**src/rtl/jtlabrun_ymq.sv**
```systemverilog
// jtlabrun_ymq: in-order write FIFO + issue scheduler from the 6809 to two jt03 chips; ports: clk, rst, cpu_cen, cen3, ym0_cs, ym1_cs, cpu_rnw, cpu_reg, cpu_dout -> waitn, ym_cs_n, ym_addr, ym_wr_n, ym_din; JTLABRUN_YMQ_STATS_EN adds hw_level, stalls
module jtlabrun_ymq #(
  parameter int AW       = 3,
  parameter int ADDR_GAP = 4,
  parameter int DATA_GAP = 24
) (
  input  logic       clk,
  input  logic       rst,
  input  logic       cpu_cen,
  input  logic       cen3,
  input  logic       ym0_cs,
  input  logic       ym1_cs,
  input  logic       cpu_rnw,
  input  logic       cpu_reg,
  input  logic [7:0] cpu_dout,
  output logic       waitn,
  output logic [1:0] ym_cs_n,
  output logic       ym_addr,
  output logic       ym_wr_n,
  output logic [7:0] ym_din
`ifdef JTLABRUN_YMQ_STATS_EN
  ,
  output logic [AW:0] hw_level,
  output logic [15:0] stalls
`endif
);
  localparam int AG = ADDR_GAP < 1 ? 1 : ADDR_GAP;
  localparam int DG = DATA_GAP < 1 ? 1 : DATA_GAP;
  localparam int CW = $clog2(DG + 1);
  typedef enum logic [1:0] {IDLE, STROBE, GAP} st_t;
  st_t st_q, st_d;
  logic [9:0] mem [2**AW];
  logic [AW-1:0] wp_q, rp_q;
  logic [AW:0] cnt_q;
  logic [CW-1:0] gap_q, gap_d;
  logic chip_q, chip_d, addr_q, addr_d;
  logic [7:0] din_q, din_d;
  logic cs, full, empty, push, pop, rd_go;
  assign cs    = ym0_cs | ym1_cs;
  assign full  = cnt_q == (AW+1)'(1 << AW);
  assign empty = cnt_q == '0;
  assign push  = cpu_cen & cs & ~cpu_rnw & ~full;
  assign pop   = cen3 & (st_q == IDLE) & ~empty;
  assign waitn = ~(cs & (cpu_rnw ? (~empty | st_q != IDLE) : full));
  // reads bypass the queue only once every queued write has been issued
  assign rd_go   = ~rst & cs & cpu_rnw & empty & (st_q == IDLE);
  assign ym_cs_n = rd_go ? (ym0_cs ? 2'b10 : 2'b01) : st_q == STROBE ? (chip_q ? 2'b01 : 2'b10) : 2'b11;
  assign ym_wr_n = st_q != STROBE;
  assign ym_addr = rd_go ? cpu_reg : addr_q;
  assign ym_din  = din_q;
  always_comb begin
    st_d = st_q;
    gap_d = gap_q;
    {chip_d, addr_d, din_d} = {chip_q, addr_q, din_q};
    if (cen3) begin
      case (st_q)
        IDLE: if (!empty) begin
          st_d = STROBE;
          {chip_d, addr_d, din_d} = mem[rp_q];
        end
        STROBE: begin
          st_d = GAP;
          gap_d = addr_q ? CW'(DG) : CW'(AG);
        end
        GAP: begin
          gap_d = gap_q - 1'b1;
          st_d = gap_q == CW'(1) ? IDLE : GAP;
        end
        default: st_d = IDLE;
      endcase
    end
  end
  always_ff @(posedge clk) begin
    if (rst) begin
      st_q <= IDLE;
      gap_q <= '0;
      {chip_q, addr_q, din_q} <= '0;
      wp_q <= '0;
      rp_q <= '0;
      cnt_q <= '0;
    end else begin
      st_q <= st_d;
      gap_q <= gap_d;
      {chip_q, addr_q, din_q} <= {chip_d, addr_d, din_d};
      if (push) begin
        mem[wp_q] <= {~ym0_cs, cpu_reg, cpu_dout};
        wp_q <= wp_q + 1'b1;
      end
      if (pop) rp_q <= rp_q + 1'b1;
      cnt_q <= cnt_q + {{AW{1'b0}}, push} - {{AW{1'b0}}, pop};
    end
  end
`ifdef JTLABRUN_YMQ_STATS_EN
  logic [AW:0] hw_q;
  logic [15:0] stalls_q;
  assign hw_level = hw_q;
  assign stalls   = stalls_q;
  always_ff @(posedge clk) begin
    if (rst) begin
      hw_q <= '0;
      stalls_q <= '0;
    end else begin
      if (cnt_q > hw_q) hw_q <= cnt_q;
      if (cpu_cen && !waitn && !(&stalls_q)) stalls_q <= stalls_q + 1'b1;
    end
  end
`endif
endmodule

```
**config.mk**
```make
export PLATFORM = sky130hd
export DESIGN_NAME = jtlabrun_ymq
export DESIGN_NICKNAME = d
export VERILOG_FILES = /design/src/rtl/jtlabrun_ymq.sv
export SDC_FILE = /design/constraint.sdc
export NUM_CORES = 1
export LEC_CHECK = 0
export ABC_AREA = 1
export CORE_MARGIN = 2
export CORE_UTILIZATION = 56
export CTS_BUF_LIST = sky130_fd_sc_hd__clkbuf_4 sky130_fd_sc_hd__clkbuf_8
export CTS_CLUSTER_SIZE = 16
export DETAILED_ROUTE_END_ITERATION = 8
export GPL_ROUTABILITY_DRIVEN = 0
export MAX_ROUTING_LAYER = met4
export PLACE_DENSITY_LB_ADDON = 0.3
export SYNTH_ARGS = -nofsm -noshare
export SYNTH_HDL_FRONTEND = slang
export SYNTH_SLANG_ARGS = --single-unit
```
**constraint.sdc**
```tcl
create_clock -name clk -period 2 [get_ports clk]
set_input_delay 0.4 -clock clk [delete_from_list [all_inputs] [get_ports clk]]
set_output_delay 0.4 -clock clk [all_outputs]
set_load 0.01 [all_outputs]
```
==> flow_summary.yaml, run 1 <==
outcome:
  violations: "negative setup slack"
  status: "finished, violations left"
synth:
  netlist_area_mm2: 0.00485
  yosys-top-cells-count: "nand2_1, inv_1, edfxtp_1, nand3_1, dfxtp_1"
  synthMostInstantiatedCell: "nand2_1"
  yosys-top-cells-area: "edfxtp_1, dfxtp_1, nand2_1, inv_1, nand3_1"
  avgSynthCellArea_um2: 9.56
  yosysWarningCount: 0
  yosysTopAreaCell: "edfxtp_1"
  synthCells: 507
  synth_top_area_frac: 0.495
  synth_top_flop_cell: "edfxtp_1"
  ys_ff_latch: 107
  synth_seq_area_share: 0.607
  synth_cell_types: 27
  async_flop_share: 0
  synth_nets: 538
  synth_edf_count: 80
detailed_routing:
  via_per_inst: 5.20
  first_pass_iters: 5
  avgRoutedWirePerCell_um: 15.2
  wirelength_um: 10300
  final_antenna_net_count: 0
  drc: 0
  drt_iter0_markers: 254
  vias: 3512
critical_path:
  crit_family: "buffers and inverters"
  critical_path_class: "reg -> out"
  worstPathArrival_ns: 1.66
  cp_data_required_time_ns: 1.60
  worstPathMaxFanout: 5
  cp_slowest_cell: "dfxtp_2"
  worstSetupStartpointType: "flop"
  worstPathCellList: "inv_2 -> ha_4 -> nand2_4 -> inv_2 -> nand3_2 -> nor2_2 -> nand2_2 -> buf_4 -> nand2_2 -> nand2_1 -> buf_2"
  cp_num_buf_inv: 4
  critPathMaxStageDelay_ns: 0.33
  r2r_start: "cnt_q[2]"
  worst-r2r-setup-slack_ns: 0.02
  critical_path.endpoint_type: "primary output"
  r2r_end: "cnt_q[1]"
  r2r_cells: 12
power_and_ir_drop:
  p_leak_nw: 2.43
  power.switching_mw: 2.19
  p_per_area_mw_per_mm2: 1070
  p_sw_frac: 0.356
  ir_worst_vdd_uv: 666
  combPwrFrac: 0.357
  internal_power_mw: 3.96
  seqPwrFrac: 0.437
  clkPwrFrac: 0.206
floorplanning:
  initial_core_util: 0.584
  rows: 33
  io_pins: 29
  core_area_mm2: 0.00830
  die_h_um: 97.0
  die_area_mm2: 0.00942
  fp.dieW_um: 97.0
layout:
  diodes: 0
  syn_to_final_growth_pct: 18.2
  drive_gt1_frac: 0.154
  fin_util: 0.690
  stdcell_count: 676
  nets: 597
sta:
  fin_skew_ns: 0.0157
  rsz0062_at_grt: "true"
  slew_viol_final: 0
  setup_viol_count_final: 2
  final.setup.worst_slack_ns: -0.0632
  finalHoldViolations: 0
  worstMarginPinSlew_ns: 0.495
  fmax_mhz: 485
  fin_crit_sh: 1.03
  slew_headroom: 0.670
  period_minus_slack_ns: 2.06
clock_tree:
  postCtsHoldBufs: 0
  clkSinkCount: 107
  clock_tree.buffer_depth: 2
  clock_latency_ns: 0.37
  h-tree-depth: 3
  clk_pin_slew_worst_paths_ns: 0.11
  numCtsBuffers: 9
  cts_root_buf: "clkbuf_8"
  cts_tree: "built"
place:
  pre_cts_ws_ns: -0.372
  dp_hpwl_um: 6530
  placed_cells: 654
  portBuffers: 28
global_routing:
  grt-ovfl-total: 0
  grt_pass1_vias: 3398
  grt_max_degree: 41
  track_usage: 0.228
  grt_pass1_wl_um: 16400
  antenna_found_initial: 0
min_path:
  hold_class: "reg -> reg"
  whs_path_depth: 2
  whs_endpoint: "ym_din[2]"
  min_from: "ym_din[2]"
flow_run:
  max_cap_viol_count: 0
==> cells in the final DEF, fill, tap and decap left out, drive strengths merged, types with 14 or more instances in the layout <==
cell type	instances
nand3	66
buf	43
edfxtp	80
o21ai	15
ha	14
nor2	19
nand2	138
a21oi	26
inv	94
clkdlybuf4s50	23
dfxtp	27
==> repair_timing <==
action | in CTS | in global routing
pin swaps | 4 | 10
endpoints found under the setup margin | 7 | 23
cloned | 0 | 1
resized for setup | 24 | 24
setup buffers | 2 | 3
==> power groups by stage <==
stage / registers [mW] / clock network (mW) / logic, mW
4_1_cts: 2.67 / 1.30 / 2.05
2_1_floorplan: 2.71 / 0 / 1.39
3_3_place_gp: 2.71 / 0 / 1.93
5_1_grt: 2.71 / 1.37 / 2.43
6_report: 2.69 / 1.27 / 2.19
3_5_place_dp: 2.72 / 0 / 1.98
==> sequential cells by signal (all words and copies together), names as in the netlist <==
signal  flops
mem        80
ym_din      8
gap_q       5
cnt_q       4
rp_q        3
wp_q        3
st_q        2
addr_q      1
chip_q      1
==> worst max path at each step <==
stage / to / slack (ns) / depth (start not counted) / start
after CTS: ym_addr / -0.11 / 11 / cnt_q[2]
after global placement: cnt_q[2] / -0.34 / 10 / ym0_cs
final: ym_addr / -0.06 / 11 / cnt_q[2]
after global routing: ym_addr / -0.15 / 11 / cnt_q[2]
after detailed placement: cnt_q[2] / -0.37 / 10 / ym0_cs
after floorplan: mem[0][0] / -0.08 / 7 / cnt_q[2]
==> per-stage QoR <==
step                TNS, ns  area [µm²]  power [mW]  hold WS [ns]
floorplan             -3.08        4850        4.09         0.455
global placement     -15.66        5400        4.64         0.456
detailed placement   -18.78        5400        4.70         0.458
CTS                  -0.172        5620        6.02         0.473
global route         -0.654        5730        6.51         0.488
finish              -0.0829        5730        6.15         0.472
==> logic make-up (layout without fill, tap and decap cells) <==
| kind of cell | after synthesis | in the layout | synth area share |
|---|---|---|---|
| simple gates | 229 | 229 | 0.204 |
| buf+inv | 111 | 175 | 0.0994 |
| flops | 107 | 107 | 0.607 |
| compound gates | 43 | 43 | 0.0454 |
| fa+ha+maj | 15 | 15 | 0.0403 |
| xor+xnor | 2 | 2 | 0.00361 |
==> layer usage <==
metal / vias to the layer above / routed length (µm) / GRT usage
met3: 21 / 517 / 0.0397
met5: - / 0 / -
li1: 1750 / - / -
met1: 1631 / 4400 / 0.296
met2: 110 / 5170 / 0.367
met4: 0 / 207 / 0.0802
==> worst reg2reg max path, delay by kind of cell (launching register included) <==
family / cells / cell delay, ns
fa+ha+maj: 4 / 1.06
flops: 1 / 0.33
buf+inv: 5 / 0.33
simple gates: 3 / 0.21
==> layout make-up <==
| cell class | instances | area [µm²] |
|---|---|---|
| flip-flops and latches | 107 | 2950 |
| clock buffers | 9 | 124 |
| fillers | 600 | 2570 |
| repair buffers | 68 | 586 |
| inverters | 91 | 349 |
| multi-input cells | 289 | 1520 |
| well taps | 105 | 131 |
| clock inverters | 7 | 71.3 |
Power figures use the tool's default switching activity.
==> run 2, diff against run 1 <==
--- a/config.mk
+++ b/config.mk
@@ -17,3 +17,4 @@
 export SYNTH_ARGS = -nofsm -noshare
 export SYNTH_HDL_FRONTEND = slang
 export SYNTH_SLANG_ARGS = --single-unit
+export TNS_END_PERCENT = 30
==> flow_summary.yaml, run 2 (same netlist as run 1, synthesis figures left out) <==
outcome:
  status: "finished, violations left"
  violations: "negative setup slack"
sta:
  fin_crit_sh: 1.03
  slew_viol_final: 0
  fmax_mhz: 485
  finalHoldViolations: 0
  worstMarginPinSlew_ns: 0.516
  setup_viol_count_final: 2
  rsz0062_at_grt: "true"
  final.setup.worst_slack_ns: -0.0601
  slew_headroom: 0.656
  fin_skew_ns: 0.0179
  period_minus_slack_ns: 2.06
critical_path:
  worst-r2r-setup-slack_ns: 0.03
  worstPathCellList: "inv_2 -> ha_4 -> nand2_4 -> inv_2 -> nand3_2 -> nor2_2 -> nand2_2 -> buf_4 -> nand2_2 -> nand2_1 -> buf_2"
  crit_path_end: "ym_addr"
  critical_path.endpoint_type: "primary output"
  worstPathArrival_ns: 1.66
  cp_slowest_cell: "dfxtp_2"
  worstPathMaxFanout: 5
  critical_path_class: "reg -> out"
  r2r_start: "cnt_q[2]"
  r2r_end: "cnt_q[1]"
  worstSetupStartpoint: "cnt_q[2]"
  cp_data_required_time_ns: 1.60
  critPathMaxStageDelay_ns: 0.33
  r2r_cells: 12
  worstSetupStartpointType: "flop"
layout:
  fin_util: 0.687
  nets: 596
  num-fill-cells: 601
  stdcell_count: 675
  largest_register_ffs: 80
  final_common_cell: "nand2_1"
  finish.instance_area_mm2: 0.00570
  syn_to_final_growth_pct: 17.7
  final_cell_mix: "nand2_1, inv_1, edfxtp_1, nand3_1, buf_4"
  drive_gt1_frac: 0.149
  diodes: 0
  top_register: "mem"
global_routing:
  grt_pass1_wl_um: 16400
  grt-ovfl-total: 0
  antenna_found_initial: 0
  grt_pass1_vias: 3398
  track_usage: 0.228
  grt_max_degree: 41
floorplanning:
  initial_core_util: 0.584
  die_area_mm2: 0.00942
  fp.dieW_um: 97.0
  rows: 33
  io_pins: 29
  die_h_um: 97.0
  core_area_mm2: 0.00830
clock_tree:
  h-tree-depth: 3
  clock_latency_ns: 0.37
  numCtsBuffers: 9
  clock_tree.buffer_depth: 2
  clk_pin_slew_worst_paths_ns: 0.11
  cts_tree: "built"
  postCtsHoldBufs: 0
  clkSinkCount: 107
  cts_root_buf: "clkbuf_8"
detailed_routing:
  avgRoutedWirePerCell_um: 15.1
  first_pass_iters: 5
  drc: 0
  vias: 3459
  wirelength_um: 10200
  drt_iter0_markers: 209
  via_per_inst: 5.12
  final_antenna_net_count: 0
power_and_ir_drop:
  p_leak_nw: 2.43
  p_per_area_mw_per_mm2: 1070
  ir_worst_vdd_uv: 665
flow_run:
  max_cap_viol_count: 0
place:
  placed_cell_area_mm2: 0.00540
  placed_cells: 654
  dp_hpwl_um: 6530
  portBuffers: 28
  pre_cts_ws_ns: -0.372
min_path:
  hold_class: "reg -> reg"
  min_from: "ym_din[2]"
run 2: changes by cell type in the layout (fill, tap and decap cells not counted), sizes merged:
cell | before | now
buf | 43 | 42
run 2: metal layers:
metal  vias up  share of wire  GRT usage
met5         -              0          -
met4         0          0.011     0.0802
met3        12          0.082     0.0397
met2       118           0.50      0.367
met1      1582           0.41      0.296
li1       1747              -          -
run 2: timing repair:
item | CTS | global route
pin swaps | 4 | 9
setup endpoints to repair | 7 | 23
resized for setup | 23 | 19
buffers inserted | 2 | 3
run 2: final cells by class:
class	instances	area, µm²	area share
clock buffers	9	124	0.0217
repair buffers	67	574	0.101
multi-input cells	289	1510	0.264
well taps	105	131	0.0230
flip-flops and latches	107	2950	0.517
clock inverters	7	71.3	0.0125
inverters	91	349	0.0612
run 2: per-stage QoR:
step	total power, mW	setup TNS (ns)	hold slack [ns]
floorplan	4.09	-3.08	0.455
CTS	6.01	-0.199	0.473
global route	6.51	-0.484	0.488
finish	6.13	-0.0763	0.471
detailed placement	4.70	-18.78	0.458
global placement	4.64	-15.66	0.456
run 2: worst min path at each step:
stage / to / cells past startpoint
finish: ym_din[2] / 2
global route: ym_din[7] / 2
CTS: ym_din[3] / 2
detailed placement: ym_din[3] / 2
global placement: ym_din[3] / 2
floorplan: chip_q / 2
run 2: power by group:
group	switching, mW	internal [mW]	leakage, nW
logic	1.27	0.908	1.39
registers	0.128	2.56	0.942
clock network	0.780	0.486	0.0978
run 2: worst max-delay path: cells and delay by family (launching register included):
kind	cells	cell delay [ns]
buf+inv	4	0.41
flops	1	0.33
simple gates	6	0.41
fa+ha+maj	1	0.14
==> run 3, diff against run 2 <==
--- a/config.mk
+++ b/config.mk
@@ -6,6 +6,8 @@
 export NUM_CORES = 1
 export LEC_CHECK = 0
 export ABC_AREA = 1
+export CAP_MARGIN = 0
+export CORE_ASPECT_RATIO = 0.7
 export CORE_MARGIN = 2
 export CORE_UTILIZATION = 56
 export CTS_BUF_LIST = sky130_fd_sc_hd__clkbuf_4 sky130_fd_sc_hd__clkbuf_8
==> flow_summary.yaml, run 3 (same netlist as run 1, synthesis figures left out) <==
outcome:
  status: "finished, violations left"
  violations: "negative setup slack"
place:
  dp_hpwl_um: 6910
  portBuffers: 28
  pre_cts_ws_ns: -0.427
  placed_cell_area_mm2: 0.00541
detailed_routing:
  first_pass_iters: 5
  wirelength_um: 10300
  drt_iter0_markers: 375
  drc: 0
  highest-signal-layer: "met4"
  met1_length_um: 4680
  wl_met3_um: 821
  final_antenna_net_count: 0
  via_per_inst: 5.10
  avgRoutedWirePerCell_um: 14.9
  wl_met2_um: 4600
  vias: 3512
critical_path:
  r2r_cells: 12
  critical_path_class: "reg -> out"
  worstPathArrival_ns: 1.63
  cp_data_required_time_ns: 1.60
  worstPathMaxFanout: 5
  critPathMaxStageDelay_ns: 0.34
  worstSetupStartpointType: "flop"
  critical_path.endpoint_type: "primary output"
  cp_slowest_cell: "dfxtp_2"
  crit_path_end: "ym_cs_n[0]"
  worstPathCellList: "inv_4 -> ha_4 -> nand2_4 -> inv_2 -> nand3_2 -> nor2_2 -> nand2_2 -> inv_2 -> nand2_1 -> nand2_1 -> buf_2"
  worst-r2r-setup-slack_ns: 0.05
  worstSetupStartpoint: "cnt_q[2]"
  r2r_end: "cnt_q[1]"
  r2r_start: "cnt_q[2]"
sta:
  slew_viol_final: 0
  fin_skew_ns: 0.00985
  setup_viol_count_final: 3
  worstMarginPinSlew_ns: 0.526
  fin_crit_sh: 1.01
  period_minus_slack_ns: 2.03
  finalHoldViolations: 0
  rsz0062_at_grt: "true"
  slew_headroom: 0.649
  fmax_mhz: 493
  final.setup.worst_slack_ns: -0.0290
power_and_ir_drop:
  ir_worst_vdd_uv: 534
  p_per_area_mw_per_mm2: 1100
  p_leak_nw: 2.43
clock_tree:
  clk_pin_slew_worst_paths_ns: 0.10
  numCtsBuffers: 9
  cts_tree: "built"
  clock_latency_ns: 0.38
  clock_tree.buffer_depth: 2
  postCtsHoldBufs: 0
  h-tree-depth: 3
  cts_root_buf: "clkbuf_8"
  clkSinkCount: 107
floorplanning:
  core_area_mm2: 0.00844
  initial_core_util: 0.574
  io_pins: 29
  rows: 28
  die_area_mm2: 0.00943
  fp.dieW_um: 115
  die_h_um: 81.9
layout:
  largest_register_ffs: 80
  final_common_cell: "nand2_1"
  drive_gt1_frac: 0.153
  final_cell_mix: "nand2_1, inv_1, edfxtp_1, nand3_1, buf_4"
  nets: 595
  finish.instance_area_mm2: 0.00572
  top_register: "mem"
  diodes: 0
  syn_to_final_growth_pct: 17.9
min_path:
  hold_class: "reg -> reg"
global_routing:
  grt_pass1_wl_um: 16000
  grt_pass1_vias: 3216
  antenna_found_initial: 0
  track_usage: 0.239
  grt-ovfl-total: 0
  grt_max_degree: 41
flow_run:
  max_cap_viol_count: 0
[run 3: cell types whose count changed in the layout (fill, tap and decap cells not counted), sizes merged]
cell           delta
bufinv            +2
clkdlybuf4s15     -2
inv               -2
clkinvlp          +1
clkbuf            +1
clkinv            -1
buf               -1
dlygate4sd2       +1
[run 3: how the worst min path moves through the flow]
stage | start | to | slack, ns | depth (start not counted)
after floorplan | chip_q | chip_q | 0.45 | 2
after global placement | ym_din[1] | ym_din[1] | 0.45 | 2
after detailed placement | ym_din[0] | ym_din[0] | 0.45 | 2
after CTS | ym_din[0] | ym_din[0] | 0.47 | 2
after global routing | ym_din[7] | ym_din[7] | 0.50 | 2
final | ym_din[2] | ym_din[2] | 0.47 | 2
[run 3: final cells by class]
cell class / count / area (µm²)
Clock buffer: 9 / 124
Clock inverter: 7 / 90.1
Fill cell: 641 / 2730
Inverter: 91 / 349
Multi-Input combinational cell: 289 / 1500
Sequential cell: 107 / 2950
Tap cell: 120 / 150
Timing Repair Buffer: 66 / 557
[run 3: layer usage]
| layer | vias up | global-route usage |
|---|---|---|
| met5 | - | - |
| met4 | 0 | 0.0855 |
| met3 | 21 | 0.0716 |
| met2 | 140 | 0.352 |
| met1 | 1604 | 0.319 |
| li1 | 1747 | - |
[run 3: what timing repair did]
action,CTS,global route
setup endpoints to repair,6,63
gates resized for setup,15,27
pin swaps,3,7
buffers inserted,1,3
[run 3: where the power goes]
part           leakage, nW  switching, mW  internal [mW]
clock                0.107          0.712          0.701
combinational         1.38           1.28          0.881
sequential           0.942          0.136           2.56
total                 2.43           2.13           4.14
[run 3: critical path: cells and delay by family, from the launching register on]
kind          cells  cell delay (ns)
buf+inv           4             0.31
fa+ha+maj         1             0.13
simple gates      6             0.45
flops             1             0.34
[run 3: through the flow]
step / util / instances / setup TNS (ns) / hold WS [ns] / power [mW]
final: 0.677 / 689 / -0.0562 / 0.471 / 6.27
after CTS: 0.666 / 686 / -0.213 / 0.468 / 6.11
after floorplan: - / 507 / -3.08 / 0.455 / 4.09
after detailed placement: 0.641 / 669 / -24.29 / 0.454 / 4.72
after global routing: 0.677 / 689 / -0.535 / 0.497 / 6.63
after global placement: 0.641 / 669 / -15.93 / 0.452 / 4.64
